**src/rtl/fft_frame_ctrl_if.sv**
```systemverilog
// Bundle of the signals between fft_frame_ctrl and its surroundings: the
// CPU-side sample stream, the downstream combinational fft unit, the output
// element stream and the status flags. The controller takes the slave view;
// whatever drives it (CPU datapath, fft unit, consumer) takes the master view.
interface fft_frame_ctrl_if;
    logic        start;
    logic [18:0] in_data;
    logic        in_valid;
    logic        in_ready;
    logic [18:0] fft_a;
    logic        fft_en;
    logic [18:0] fft_result;
    logic [18:0] out_data;
    logic        out_valid;
    logic        out_ready;
    logic        out_last;
    logic [18:0] peak;
    logic        busy;
    logic        done;

    modport master (
        output start, in_data, in_valid, out_ready, fft_result,
        input  in_ready, fft_a, fft_en, out_data, out_valid, out_last,
               peak, busy, done
    );

    modport slave (
        input  start, in_data, in_valid, out_ready, fft_result,
        output in_ready, fft_a, fft_en, out_data, out_valid, out_last,
               peak, busy, done
    );
endinterface

```
**src/rtl/fft_frame_ctrl.sv**
```systemverilog
// Frame controller around a combinational fft unit. A frame of FRAME_LEN
// samples is loaded from the CPU, streamed one sample per cycle through the
// fft unit while the largest magnitude is tracked, and the returned
// magnitudes are then drained in order through a valid/ready output.
// FRAME_LEN must be a power of two between 2 and 64.
module fft_frame_ctrl #(
    parameter int FRAME_LEN = 8
) (
    input logic             clk,
    input logic             rst,
    fft_frame_ctrl_if.slave bus
);

    localparam int              IW       = $clog2(FRAME_LEN);
    localparam logic [IW-1:0]   LAST_IDX = IW'(FRAME_LEN - 1);
    localparam logic [IW-1:0]   IDX_ONE  = IW'(1);

    typedef enum logic [1:0] {
        IDLE  = 2'd0,
        LOAD  = 2'd1,
        PROC  = 2'd2,
        DRAIN = 2'd3
    } state_t;

    state_t      state;
    // One index serves as write index in LOAD, operand index in PROC and
    // read index in DRAIN; it always returns to 0 when a phase completes.
    logic [IW-1:0] idx;
    logic [IW-1:0] idx_inc;
    logic          idx_is_last;

    logic [18:0] sample_buf [FRAME_LEN];
    logic [18:0] result_buf [FRAME_LEN];

    logic load_fire;
    logic drain_fire;

    assign idx_inc     = idx + IDX_ONE;
    assign idx_is_last = (idx == LAST_IDX);
    assign load_fire   = (state == LOAD) && bus.in_valid;
    assign drain_fire  = (state == DRAIN) && bus.out_valid && bus.out_ready;

    // Status decoded straight from the state register so that reset forces
    // them low in the same cycle it is asserted.
    assign bus.in_ready = (state == LOAD);
    assign bus.busy     = (state != IDLE);

    // Sample and result storage.
    // NOTE: the buffers have no reset on purpose; the FSM only reads entries
    // that were written earlier in the same frame, so stale contents left by
    // a reset can never reach an output.
    always_ff @(posedge clk) begin
        if (load_fire) begin
            sample_buf[idx] <= bus.in_data;
        end
        if (state == PROC) begin
            result_buf[idx] <= bus.fft_result;
        end
    end

    // Frame sequencing with all datapath outputs registered.
    // NOTE: every assignment in this clocked block is non-blocking so each
    // register sees the pre-edge value of every other one, which is what the
    // idx / buffer read pairs below rely on.
    always_ff @(posedge clk or posedge rst) begin
        if (rst) begin
            state         <= IDLE;
            idx           <= '0;
            bus.fft_a     <= '0;
            bus.fft_en    <= 1'b0;
            bus.out_data  <= '0;
            bus.out_valid <= 1'b0;
            bus.out_last  <= 1'b0;
            bus.peak      <= '0;
            bus.done      <= 1'b0;
        end else begin
            bus.done <= 1'b0;

            case (state)
                IDLE: begin
                    idx <= '0;
                    if (bus.start) begin
                        state <= LOAD;
                    end
                end

                LOAD: begin
                    if (load_fire) begin
                        idx <= idx_inc;
                        if (idx_is_last) begin
                            // Entry 0 was written on the first accept, so
                            // the first operand can be presented right away.
                            state      <= PROC;
                            bus.fft_en <= 1'b1;
                            bus.fft_a  <= sample_buf[0];
                            bus.peak   <= '0;
                        end
                    end
                end

                PROC: begin
                    idx <= idx_inc;
                    if (bus.fft_result > bus.peak) begin
                        bus.peak <= bus.fft_result;
                    end
                    if (idx_is_last) begin
                        // Entry 0 of the results is already stored, so the
                        // first output element is valid on the next cycle.
                        state         <= DRAIN;
                        bus.fft_en    <= 1'b0;
                        bus.fft_a     <= '0;
                        bus.out_valid <= 1'b1;
                        bus.out_data  <= result_buf[0];
                        bus.out_last  <= 1'b0;
                    end else begin
                        bus.fft_a <= sample_buf[idx_inc];
                    end
                end

                DRAIN: begin
                    // Without a handshake nothing changes, which keeps
                    // out_data/out_valid/out_last stable under back-pressure.
                    if (drain_fire) begin
                        idx <= idx_inc;
                        if (idx_is_last) begin
                            state         <= IDLE;
                            bus.out_valid <= 1'b0;
                            bus.out_last  <= 1'b0;
                            bus.out_data  <= '0;
                            bus.done      <= 1'b1;
                        end else begin
                            bus.out_data <= result_buf[idx_inc];
                            bus.out_last <= (idx_inc == LAST_IDX);
                        end
                    end
                end

                default: begin
                    state <= IDLE;
                end
            endcase
        end
    end

endmodule

```
**src/flat_wrapper.sv**
```systemverilog
// flat-port wrapper written by rule: the top's interface ports become plain ports
module fft_frame_ctrl_flat 
#(
    parameter int FRAME_LEN = 8
)
  (clk, rst, bus_start, bus_in_data, bus_in_valid, bus_out_ready, bus_fft_result, bus_in_ready, bus_fft_a, bus_fft_en, bus_out_data, bus_out_valid, bus_out_last, bus_peak, bus_busy, bus_done);
  fft_frame_ctrl_if bus_i ();
  input logic clk;
  input logic rst;
  input wire logic [$bits(bus_i.start)-1:0] bus_start;
  input wire logic [$bits(bus_i.in_data)-1:0] bus_in_data;
  input wire logic [$bits(bus_i.in_valid)-1:0] bus_in_valid;
  input wire logic [$bits(bus_i.out_ready)-1:0] bus_out_ready;
  input wire logic [$bits(bus_i.fft_result)-1:0] bus_fft_result;
  output wire logic [$bits(bus_i.in_ready)-1:0] bus_in_ready;
  output wire logic [$bits(bus_i.fft_a)-1:0] bus_fft_a;
  output wire logic [$bits(bus_i.fft_en)-1:0] bus_fft_en;
  output wire logic [$bits(bus_i.out_data)-1:0] bus_out_data;
  output wire logic [$bits(bus_i.out_valid)-1:0] bus_out_valid;
  output wire logic [$bits(bus_i.out_last)-1:0] bus_out_last;
  output wire logic [$bits(bus_i.peak)-1:0] bus_peak;
  output wire logic [$bits(bus_i.busy)-1:0] bus_busy;
  output wire logic [$bits(bus_i.done)-1:0] bus_done;
  assign bus_i.start = bus_start;
  assign bus_i.in_data = bus_in_data;
  assign bus_i.in_valid = bus_in_valid;
  assign bus_i.out_ready = bus_out_ready;
  assign bus_i.fft_result = bus_fft_result;
  assign bus_in_ready = bus_i.in_ready;
  assign bus_fft_a = bus_i.fft_a;
  assign bus_fft_en = bus_i.fft_en;
  assign bus_out_data = bus_i.out_data;
  assign bus_out_valid = bus_i.out_valid;
  assign bus_out_last = bus_i.out_last;
  assign bus_peak = bus_i.peak;
  assign bus_busy = bus_i.busy;
  assign bus_done = bus_i.done;
  fft_frame_ctrl #(.FRAME_LEN(FRAME_LEN)) u_core (.clk(clk), .rst(rst), .bus(bus_i));
endmodule
```
**config.mk**
```make
export PLATFORM = sky130hd
export DESIGN_NAME = fft_frame_ctrl_flat
export DESIGN_NICKNAME = d
export VERILOG_FILES = /design/src/rtl/fft_frame_ctrl_if.sv /design/src/rtl/fft_frame_ctrl.sv /design/src/flat_wrapper.sv
export SDC_FILE = /design/constraint.sdc
export NUM_CORES = 1
export LEC_CHECK = 0
export BUFFER_PORTS_ARGS = -buffer_cell sky130_fd_sc_hd__buf_2
export CAP_MARGIN = 0
export CORE_ASPECT_RATIO = 0.9
export CORE_MARGIN = 5
export CORE_UTILIZATION = 60
export CTS_BUF_LIST = sky130_fd_sc_hd__clkbuf_8
export CTS_CLUSTER_DIAMETER = 100
export DETAILED_ROUTE_END_ITERATION = 10
export PLACE_DENSITY = 0.79
export SKIP_LAST_GASP = 1
export SLEW_MARGIN = 5
export SYNTH_ARGS = -nofsm -noshare
export SYNTH_HDL_FRONTEND = slang
export SYNTH_SLANG_ARGS = --single-unit
```
**constraint.sdc**
```tcl
create_clock -name clk -period 4.3 [get_ports clk]
set_input_delay 0.43 -clock clk [delete_from_list [all_inputs] [get_ports clk]]
set_output_delay 0.43 -clock clk [all_outputs]
set_load 0.1 [all_outputs]
```
* Word-level counts from Yosys, hierarchy flattened *
Memories as Yosys holds them, arrays and structs flattened.
Index checks and enable logic that the tools add are counted.

storage, ports and cells
  RAM bits = 304
  register bits after elaboration = 66
  memories = 2

operators by class
  reductions and logical operators = 14
  order comparisons = 1
  equal/unequal tests = 12
  add/sub/neg operators = 1
  mux-type cells = 38

memory list
  memory             depth  bits a word  read ports  clocked after memory_dff  write ports  line                  RTL
  u_core.result_buf  8      19           2           0                         1            fft_frame_ctrl.sv:33  logic [18:0] result_buf [FRAME_LEN];
  u_core.sample_buf  8      19           2           0                         1            fft_frame_ctrl.sv:32  logic [18:0] sample_buf [FRAME_LEN];

operators with widths
  cell                   count
  $mux W19               9
  $pmux W19 S2           3
  $gt A19 B19 Y1         1
  $mux W1                13
  $mux W2                6
  $pmux W3 S4            1
  $reduce_and A4 Y1      3
  $ne A2 B1 Y1 const B   5
  $pmux W2 S4            1
  $eq A3 B3 Y1 const B   2
  $mux W3                2
  $pmux W1 S2            3
  $reduce_and A3 Y1      2
  $reduce_and A6 Y1      1
  $reduce_bool A2 Y1     3
  $eq A2 B2 Y1 const B   2
  $ne A2 B2 Y1 const B   2
  $add A3 B1 Y3 const B  1
  $logic_and A1 B1 Y1    3
  $eq A2 B1 Y1 const B   1
  $logic_not A2 Y1       1
  $reduce_and A2 Y1      1

* Depth between registers and ports, before layout *
Gate-level depths: netlist of the first run.

  word-level depth = 5
  mapped depth = 12
  depth with buffers taken out = 8

* Least setup slack after synthesis of the first run *
No wires, ideal clock.

  kind = register to register
  from = register u_core.state[1]
  to = memory u_core.sample_buf[0][0] (enable)
  data required time = 3.881 ns
  setup slack = 0.788 ns
  period minus slack after synthesis = 3.512 ns
  library setup time = 0.419 ns
  arrival = 3.093 ns
  path buffers = 1
  cell stages (with the launch flop) = 6
  path through = dfrtp_1 inv_1 ha_1 clkbuf_1 nand3_1 nor3_1

on the way
  longest elaborated chain between the ends = 4

RTL lines
  element                        line                  RTL
  start, declared                fft_frame_ctrl.sv:25  state_t state;
  start signal, assigned         fft_frame_ctrl.sv:67  state <= IDLE;
  start signal, assigned         fft_frame_ctrl.sv:83  state <= LOAD;
  start signal, assigned         fft_frame_ctrl.sv:93  state <= PROC;
  $eq A2 B1 Y1                   -
  via bus_in_ready               flat_wrapper.sv:15    output wire logic [$bits(bus_i.in_ready)-1:0] bus_in_ready;
  $logic_and A1 B1 Y1            fft_frame_ctrl.sv:40  assign load_fire = (state == LOAD) && bus.in_valid;
  $mux W1                        fft_frame_ctrl.sv:53  if (load_fire) begin
  $mux W1 (implied by the code)  fft_frame_ctrl.sv:54  sample_buf[idx] <= bus.in_data;
  end, declared                  fft_frame_ctrl.sv:32

The timed path passes the listed nets, and every way through them passes these cells.

* Worst setup path after layout of the first run *
  from = register u_core.idx[0]
  to = register u_core.bus.out_data[10]

on the way
  longest elaborated chain between the ends = 5
  elaborated cells on any way between the ends = 8
  those cells by class = add/sub (1); eq/ne (2); mux (3); reduce/logical (1); memory (1)

RTL lines
  element                 line                     RTL
  start, declared         fft_frame_ctrl.sv:28     logic [IW-1:0] idx;
  start signal, assigned  fft_frame_ctrl.sv:89     idx <= idx_inc;
  start signal, assigned  fft_frame_ctrl.sv:102    idx <= idx_inc;
  start signal, assigned  fft_frame_ctrl.sv:124    idx <= idx_inc;
  $add A3 B1 Y3           fft_frame_ctrl.sv:38     assign idx_inc = idx + IDX_ONE;
  $mem_v2 Z8 W19          -
  $mux W19                fft_frame_ctrl.sv:125    if (idx_is_last) begin
  $mux W19                fft_frame_ctrl.sv:123    if (drain_fire) begin
  $pmux W19 S2            fft_frame_ctrl.sv:79     case (state)
  end signal, assigned    fft_frame_ctrl.sv:113    bus.out_data <= result_buf[0];
  end signal, assigned    fft_frame_ctrl.sv:132    bus.out_data <= result_buf[idx_inc];
  end, declared           fft_frame_ctrl_if.sv:29  output in_ready, fft_a, fft_en, out_data, out_valid, out_last,

Parallel ways exist; a longest one is shown, timed or not. The select of a mux whose other input is x is not followed.
A chain may end at the register's enable or synchronous reset.

==> flow_summary.json, run 1 <==
{
  "via_per_inst": 5.86,
  "fmax_mhz": 325,
  "dp.cells": 1311,
  "crit_arrival_ps": 3520,
  "cts_max_path_buffers": 3,
  "synthesis.nets": 956,
  "use_met2": 0.347,
  "crit_end": "u_core.bus.out_data[10]",
  "ff2ff_path_depth": 7,
  "clk_pin_slew_ps": 60,
  "cts-root-buf": "clkbuf_8",
  "pwr_density_cell_mw_per_mm2": 738,
  "yosysTopAreaCell": "edfxtp_1",
  "post-route-min-period_ps": 3070,
  "grt_usage": 0.229,
  "relSlewSlack": 0.268,
  "critPathLaunch": "u_core.idx[0]",
  "fin_ws_ps": 1230,
  "finalSetupTns_ps": 0,
  "gp_congestion": 0.789,
  "vias": 8311,
  "cpPeakStageDelay_ps": 810,
  "drive_gt1_frac": 0.300,
  "fillerInstances": 1584,
  "initialDrtViolationCount": 712,
  "rsz0062_at_grt": "no",
  "dieArea_mm2": 0.0284,
  "post-place-ws_ps": 1120,
  "syn-instance-count": 886,
  "cp_data_required_time_ps": 4750,
  "instances_no_fill": 1418,
  "cpMostUsedCell": "a21oi_1",
  "post_drt_wl_per_cell_um": 22.3,
  "slew_viol_final": 0,
  "r2r_end": "u_core.bus.out_data[10]",
  "synth_area_leaders": "edfxtp_1 60%, mux4_2 11%, dfrtp_1 11%",
  "pin_count": 106,
  "final_common_cell": "edfxtp_1",
  "drc": 0,
  "finalSetupViolations": 0,
  "finalNetCount": 1098,
  "outcome": "complete, no violations",
  "cp_slowest_cell": "dfrtp_4",
  "ff_latch_area_mm2": 0.0108,
  "routed_wl_um": 31600,
  "grt_max_degree": 54,
  "die_y_um": 160,
  "p_leak_nw": 6.24,
  "ys_types": 32,
  "finalHoldViolCount": 0,
  "io_buffers": 105,
  "antenna_left": 0,
  "worstPathCellList": "inv_1 > ha_4 > buf_12 > mux4_2 > mux2_2 > a21oi_1 > a21oi_1",
  "hold_class": "input pin to register",
  "grtUsageMet3": 0.0508,
  "cts_htree_levels": 2,
  "start_util": 0.604,
  "setup.worst_path.class": "register to register",
  "startpoint_type": "register",
  "end_kind": "register",
  "yosysSeqAreaShare": 0.714,
  "worst_pin_slew_ps": 1100,
  "die-width_um": 177,
  "yosysWarnings": 0,
  "critical_path.max_fanout": 38,
  "design.core.area_mm2": 0.0250,
  "finClkSkew_ps": 27.2,
  "multi_input_area_mm2": 0.00402,
  "rows": 55,
  "r2r_slack_ps": 1230,
  "use_met1": 0.342,
  "max-vdd-ir-drop_mv": 0.427,
  "grt_pass1_vias": 8698,
  "min_period_over_period": 0.715,
  "busiest_layer": "met2",
  "rr_startpoint": "u_core.idx[0]",
  "antenna_found_initial": 1,
  "numCtsBuffers": 56,
  "syn_area_mm2": 0.0151,
  "ys_ff_latch": 370,
  "cts_tree": "done",
  "cts_setup_buffers": 0,
  "avgSynthCellArea_um2": 17.0,
  "cap_violations": 0,
  "grt_pass1_wl_um": 49700,
  "syn_to_final_growth_pct": 13.7,
  "final_cell_mix": "304 x edfxtp_1, 105 x buf_2, 84 x a21oi_1, 76 x mux4_2, 68 x nor2_1",
  "clk_latency_ps": 600,
  "yosysTopAreaCellShare": 0.605,
  "dp_hpwl_um": 19500,
  "cts.sinks": 370,
  "overflow": 0,
  "first_pass_iters": 5
}
[kinds of logic after synthesis]
family / share of synthesized area
DFF: 0.714
buffers and inverters: 0.0237
AOI/OAI and AO/OA: 0.0384
and+or+nand+nor: 0.0474
muxes: 0.154
adders and majority gates: 0.0224
[synthesized netlist by cell type, drive strengths merged]
cell type / count
nor2: 75
dfrtp: 66
nand3b: 2
a21boi: 1
o221a: 1
a21oi: 84
a31oi: 1
a211oi: 4
nand2: 51
a21o: 1
nor3: 7
nor2b: 20
nand2b: 3
ha: 27
buf: 21
nand3: 6
mux4: 76
o21bai: 1
clkbuf: 28
o41ai: 1
mux2: 20
nand4: 3
a2111oi: 1
o21ai: 14
mux2i: 39
edfxtp: 304
inv: 29
[flip-flops by register name, summed over array words and instances (netlist names), 2 cells and up]
name and cells:
u_core.idx 3, u_core.state 2, u_core.bus.out_data 19, u_core.sample_buf 152
u_core.bus.peak 19, u_core.bus.fft_a 19, u_core.result_buf 152
[how the worst min path moves through the flow]
stage	slack, ps	cells after the start	start	end
2_1_floorplan	530	0	bus_fft_result[0]	u_core.result_buf[0][0]
3_3_place_gp	490	2	u_core.bus.out_last	u_core.bus.out_last
3_5_place_dp	510	2	u_core.bus.fft_a[2]	u_core.bus.fft_a[2]
4_1_cts	70	1	bus_in_data[10]	u_core.sample_buf[3][10]
5_1_grt	90	1	bus_in_data[12]	u_core.sample_buf[1][12]
6_report	100	1	bus_in_data[12]	u_core.sample_buf[1][12]
[repair_timing]
action / in CTS / in global routing
resized for setup: 0 / 0
hold buffers: 1 / 0
endpoints found under the setup margin: 0 / 0
endpoints found under the hold margin: 31 / 0
[routing by layer]
metal / share of wire / routed length [um] / vias up
met1: 0.42 / 13400 / 4216
met4: 0.023 / 737 / 0
li1: - / - / 3694
met3: 0.083 / 2610 / 61
met5: 0 / 0 / -
met2: 0.47 / 14800 / 340
[worst max-delay path, delay by kind of cell (launching register included)]
kind,cells,cell delay (ps)
mux,2,610
flops,1,810
buf+inv,2,500
compound gates,2,310
fa+ha+maj,1,690
[layout make-up]
class                      instances  share of cell area
antenna                            1            0.000146
clock buffer                      64              0.0513
clock inverter                    41              0.0107
inverter                          29             0.00642
multi-input combinational        438               0.234
sequential                       370               0.628
tap                              342              0.0249
timing repair buffer             133              0.0437
[stage by stage]
stage / util / power (W) / area [um^2] / hold slack [ps]
after floorplan: - / 0.00894 / 15100 / 529
after global placement: 0.644 / 0.00997 / 16100 / 493
after detailed placement: 0.644 / 0.0101 / 16100 / 514
after CTS: 0.687 / 0.0128 / 17200 / 68.7
after global routing: 0.687 / 0.0133 / 17200 / 94.1
final: 0.687 / 0.0127 / 17200 / 105
[where the power goes]
part / internal [W] / switching (W) / leakage, nW
combinational: 0.00176 / 0.00359 / 2.08
clock: 0.00137 / 0.00131 / 0.638
sequential: 0.00434 / 0.000298 / 3.52
Note: power is estimated with default switching activity, not from simulation.
==> run 2: changes to the inputs <==
--- a/config.mk
+++ b/config.mk
@@ -9,11 +9,11 @@
 export CAP_MARGIN = 0
 export CORE_ASPECT_RATIO = 0.9
 export CORE_MARGIN = 5
-export CORE_UTILIZATION = 60
+export CORE_UTILIZATION = 56
 export CTS_BUF_LIST = sky130_fd_sc_hd__clkbuf_8
 export CTS_CLUSTER_DIAMETER = 100
 export DETAILED_ROUTE_END_ITERATION = 10
-export PLACE_DENSITY = 0.79
+export PLACE_DENSITY = 0.78
 export SKIP_LAST_GASP = 1
 export SLEW_MARGIN = 5
 export SYNTH_ARGS = -nofsm -noshare
==> constraint.sdc (replaced) <==
create_clock -name clk -period 2.8 [get_ports clk]
set_input_delay 0.28 -clock clk [delete_from_list [all_inputs] [get_ports clk]]
set_output_delay 0.28 -clock clk [all_outputs]
set_load 0.1 [all_outputs]
==> run 2 against run 1 <==
  * Critical path depth is 4 lower
  * Core utilization is 3.0 points lower
  * First-iteration DRC count is 2.4% lower
  * Sequential cell count stayed put
==> flow_summary.json, run 2 (synthesized netlist as in run 1, its figures left out) <==
{
  "outcome": "complete, no violations",
  "cp_slowest_cell": "buf_2",
  "finalSetupViolations": 0,
  "initialDrtViolationCount": 695,
  "drive_gt1_frac": 0.307,
  "end_kind": "output port",
  "rr_startpoint": "u_core.bus.peak[6]",
  "crit_end": "bus_in_ready",
  "cap_violations": 0,
  "rsz0062_at_grt": "no",
  "crit_cells": 3,
  "start_util": 0.563,
  "cts-root-buf": "clkbuf_8",
  "power.total_w": 0.0199,
  "cts_tree": "done",
  "relSlewSlack": 0.449,
  "cts_setup_buffers": 0,
  "finalHoldViolCount": 0,
  "fmax_mhz": 407,
  "final_cell_mix": "304 x edfxtp_1, 105 x buf_2, 84 x a21oi_1, 76 x mux4_2, 67 x clkbuf_8",
  "post_drt_wl_per_cell_um": 22.2,
  "vias": 8483,
  "cpPeakStageDelay_ps": 540,
  "overflow": 0,
  "clk_pin_slew_ps": 60,
  "startpoint_type": "register",
  "min_period_over_period": 0.877,
  "r2r_slack_ps": 410,
  "dieArea_mm2": 0.0303,
  "post-route-min-period_ps": 2450,
  "crit_family": "buffers and inverters",
  "final_common_cell": "edfxtp_1",
  "numCtsBuffers": 56,
  "pin_count": 106,
  "ff2ff_path_depth": 9,
  "p_seq_frac": 0.352,
  "path_buf_inv": 2,
  "combPwrFrac": 0.434,
  "p_clk_frac": 0.214,
  "reg.largest.list": "u_core.result_buf x152, u_core.sample_buf x152",
  "cts.sinks": 370,
  "switching_share": 0.404,
  "dp_hpwl_um": 20200,
  "finalSetupTns_ps": 0,
  "pwr_density_cell_mw_per_mm2": 1130,
  "cts_max_path_buffers": 3,
  "finalNetCount": 1137,
  "io_buffers": 105,
  "hold_class": "input pin to register",
  "finClkSkew_ps": 31.3,
  "cp_data_required_time_ps": 2520,
  "max-vdd-ir-drop_mv": 0.686,
  "clk_latency_ps": 590,
  "first_pass_iters": 5,
  "critPathLaunch": "u_core.state[1]",
  "syn_to_final_growth_pct": 16.6,
  "r2r_end": "u_core.bus.peak[5]",
  "holdBufCountCts": 22,
  "crit_arrival_ps": 2170,
  "grt_usage": 0.216,
  "antenna_left": 0,
  "routed_wl_um": 32600,
  "grt_max_degree": 40,
  "critical_path.max_fanout": 9,
  "setup.worst_path.class": "register to output port",
  "grt_pass1_vias": 8659,
  "power.switching_w": 0.00803,
  "gp_congestion": 0.803,
  "p_leak_nw": 6.44,
  "drc": 0,
  "slew_viol_final": 0,
  "worst_pin_slew_ps": 827,
  "design.core.area_mm2": 0.0268,
  "die-width_um": 183,
  "antenna_found_initial": 0,
  "grt_pass1_wl_um": 50600,
  "p_int_w": 0.0118,
  "cts_resized": 0,
  "die_y_um": 166,
  "worstPathCellList": "inv_1 > ha_1 > buf_2",
  "n_antenna_cell": 0,
  "rows": 57,
  "via_per_inst": 5.78,
  "cts_htree_levels": 2
}
[run 2: changes by cell type in the layout (fill, tap and decap cells not counted), sizes merged, moves of 2 or more]
cell | before | now
buf | 132 | 150
clkinvlp | 2 | 0
dlygate4sd3 | 1 | 22
clkinv | 14 | 11
clkbuf | 64 | 67
[run 2: stage by stage]
stage	area [um^2]	instances	worst slack, ps	util	hold WS, ps
2_1_floorplan	15100	886	-198	-	379
3_3_place_gp	16300	1341	498	0.607	315
3_5_place_dp	16300	1341	441	0.607	318
4_1_cts	17600	1467	394	0.656	0.511
5_1_grt	17600	1467	243	0.656	14.3
6_report	17600	1467	345	0.656	25.9
[run 2: worst min-delay path by stage]
stage | start | end | slack, ps | cells after the start
detailed placement | rst | u_core.bus.peak[15] | 320 | 2
global route | bus_fft_result[4] | u_core.result_buf[1][4] | 10 | 1
CTS | bus_fft_result[4] | u_core.result_buf[1][4] | 0.5 | 1
global placement | rst | u_core.bus.peak[15] | 310 | 2
finish | bus_fft_result[4] | u_core.result_buf[4][4] | 30 | 1
floorplan | bus_fft_result[0] | u_core.result_buf[0][0] | 380 | 0
[run 2: final cells by class]
| cell class | instances | area, um^2 |
|---|---|---|
| clock inverters | 37 | 183 |
| inverters | 29 | 110 |
| multi-input cells | 438 | 4040 |
| flip-flops and latches | 370 | 10800 |
| well taps | 354 | 443 |
| fillers | 1826 | 9210 |
| repair buffers | 172 | 1120 |
| clock buffers | 67 | 922 |
[run 2: metal layers]
layer,routed length [um],global-route usage
met3,2630,0.0453
met1,14500,0.336
met5,0,0
met2,15000,0.321
met4,503,0.0521
[run 2: power by group through the flow]
| stage | Combinational [W] | Clock, W | Sequential (W) |
|---|---|---|---|
| after floorplan | 0.00436 | 0 | 0.00937 |
| after global placement | 0.00849 | 0 | 0.00707 |
| after detailed placement | 0.00863 | 0 | 0.00709 |
| after CTS | 0.00868 | 0.00430 | 0.00699 |
| after global routing | 0.00915 | 0.00461 | 0.00705 |
| final | 0.00862 | 0.00424 | 0.00699 |
==> run 3: changes to the inputs <==
--- a/config.mk
+++ b/config.mk
@@ -9,11 +9,11 @@
 export CAP_MARGIN = 0
 export CORE_ASPECT_RATIO = 0.9
 export CORE_MARGIN = 5
-export CORE_UTILIZATION = 56
+export CORE_UTILIZATION = 60
 export CTS_BUF_LIST = sky130_fd_sc_hd__clkbuf_8
 export CTS_CLUSTER_DIAMETER = 100
 export DETAILED_ROUTE_END_ITERATION = 10
-export PLACE_DENSITY = 0.78
+export PLACE_DENSITY = 0.79
 export SKIP_LAST_GASP = 1
 export SLEW_MARGIN = 5
 export SYNTH_ARGS = -nofsm -noshare
==> constraint.sdc (replaced) <==
create_clock -name clk -period 2.83 [get_ports clk]
set_input_delay 0.283 -clock clk [delete_from_list [all_inputs] [get_ports clk]]
set_output_delay 0.283 -clock clk [all_outputs]
set_load 0.1 [all_outputs]
==> run 3 against run 2 <==
  * Setup slack gained 26 ps
  * Sequential share of layout area is essentially flat
  * Critical path depth grew 7
  * Critical path type is now input pin to register
  * Largest cell class unchanged
==> flow_summary.json, run 3 (synthesized netlist as in run 1, its figures left out) <==
{
  "outcome": "complete, no violations",
  "drc": 0,
  "max-vdd-ir-drop_mv": 0.775,
  "cts.sinks": 370,
  "whs_path_depth": 1,
  "busiest_layer": "met2",
  "relSlewSlack": 0.457,
  "overflow": 0,
  "cts_htree_levels": 2,
  "stdcell_area_mm2": 0.0176,
  "worstPathCellList": "dlygate4sd3_1 > buf_2 > ha_1 > a21oi_1 > o21ai_0 > a2111oi_1 > o41ai_1 > o21ai_2 > buf_12 > mux2i_1",
  "grt_usage": 0.233,
  "finalHoldViolCount": 0,
  "path_buf_inv": 3,
  "cts_max_path_buffers": 3,
  "use_met1": 0.340,
  "cpPeakStageDelay_ps": 540,
  "clk_pin_slew_ps": 70,
  "rsz0062_at_grt": "no",
  "cts-root-buf": "clkbuf_8",
  "fin_ws_ps": 372,
  "antenna_left": 0,
  "setup.worst_path.class": "input pin to register",
  "pin_count": 106,
  "crit_family": "compound AO/OA/AOI/OAI gates",
  "end_kind": "register",
  "cap_violations": 0,
  "slew_viol_final": 0,
  "final_cell_mix": "304 x edfxtp_1, 105 x buf_2, 84 x a21oi_1, 76 x mux4_2, 67 x clkbuf_8",
  "crit_arrival_ps": 2940,
  "via_per_inst": 5.80,
  "grtUsageMet3": 0.0454,
  "finalNetCount": 1134,
  "cp_slowest_cell": "dlygate4sd3_1",
  "cp_data_required_time_ps": 3320,
  "drive_gt1_frac": 0.305,
  "reg.largest.list": "u_core.result_buf x152, u_core.sample_buf x152",
  "crit_cells": 10,
  "finClkSkew_ps": 34.5,
  "io_buffers": 105,
  "worst_pin_slew_ps": 815,
  "clk_latency_ps": 600,
  "place_area_mm2": 0.0162,
  "die-width_um": 177,
  "initialDrtViolationCount": 730,
  "rows": 55,
  "first_pass_iters": 5,
  "hold_class": "input pin to register",
  "startpoint_type": "input pin",
  "fmax_mhz": 407,
  "gp_congestion": 0.827,
  "pwr_density_cell_mw_per_mm2": 1120,
  "post-route-min-period_ps": 2460,
  "grt_pass1_vias": 8885,
  "cts_setup_buffers": 0,
  "finalSetupViolations": 0,
  "grt_max_degree": 48,
  "grt_pass1_wl_um": 50800,
  "post-place-ws_ps": 350,
  "dieArea_mm2": 0.0284,
  "routed_wl_um": 32500,
  "post_drt_wl_per_cell_um": 22.3,
  "start_util": 0.604,
  "cts_tree": "done",
  "n_antenna_cell": 0,
  "antenna_found_initial": 0,
  "finalSetupTns_ps": 0,
  "use_met2": 0.371,
  "p_leak_nw": 6.43,
  "die_y_um": 160,
  "ff2ff_path_depth": 9,
  "final_common_cell": "edfxtp_1",
  "vias": 8437,
  "numCtsBuffers": 56,
  "syn_to_final_growth_pct": 16.7,
  "min_period_over_period": 0.869,
  "design.core.area_mm2": 0.0250,
  "dp_hpwl_um": 19600,
  "critical_path.max_fanout": 17
}
-- run 3: cell count changes in the layout (fill, tap and decap cells not counted), sizes merged --
| cell | before | now |
|---|---|---|
| buf | 150 | 145 |
| bufinv | 1 | 2 |
| clkinv | 11 | 17 |
| clkinvlp | 0 | 2 |
| dlygate4sd3 | 22 | 24 |
| inv | 54 | 47 |
-- run 3: through the flow --
step                      power [W]  utilization  std cells  hold WS [ps]
after CTS                    0.0199        0.705       1454          4.95
after detailed placement     0.0155        0.650       1324           441
after floorplan              0.0136            -        886           382
after global routing         0.0207        0.705       1454          24.3
final                        0.0197        0.705       1454          39.3
after global placement       0.0153        0.650       1324           440
-- run 3: worst reg2reg max path: stages (launching register included) --
cell,delay [ps]
dfrtp_1,370
inv_1,60
ha_1,330
a21oi_1,160
o21ai_0,100
a2111oi_1,520
o41ai_1,140
o21ai_2,260
buf_12,210
mux2i_1,230
-- run 3: repair_timing --
action / CTS / global route
hold endpoints to repair: 208 / 0
hold buffers: 24 / 0
resized for setup: 0 / 0
-- run 3: final timing paths --
| path | startpoint | end | slack, ps |
|---|---|---|---|
| max | bus_fft_result[6] | u_core.bus.peak[2] | 370 |
| min | bus_fft_result[14] | u_core.result_buf[5][14] | 40 |
| max reg2reg | u_core.bus.peak[6] | u_core.bus.peak[2] | 380 |
| min reg2reg | u_core.bus.out_data[15] | u_core.bus.out_data[15] | 510 |
| max in group asynchronous | rst | u_core.bus.peak[11] | 1830 |
| min in group asynchronous | rst | u_core.bus.peak[3] | 380 |
-- run 3: layer usage --
metal  vias up  part of all wire
li1       3757                 -
met1      4296              0.42
met2       336              0.48
met3        48             0.076
met4         0             0.018
met5         -                 0
-- run 3: layout make-up --
class	count	area, um^2
sequential	370	10800
fill	1573	7370
multi-input combinational	438	4030
timing repair buffer	169	1130
clock buffer	67	922
tap	342	428
clock inverter	39	214
inverter	29	110
-- run 3: power by group --
| group | internal, W | total, W | leakage, nW | switching (W) |
|---|---|---|---|---|
| Sequential | 0.00660 | 0.00692 | 3.52 | 0.000315 |
| Combinational | 0.00286 | 0.00851 | 2.26 | 0.00565 |
| Clock | 0.00233 | 0.00432 | 0.651 | 0.00199 |
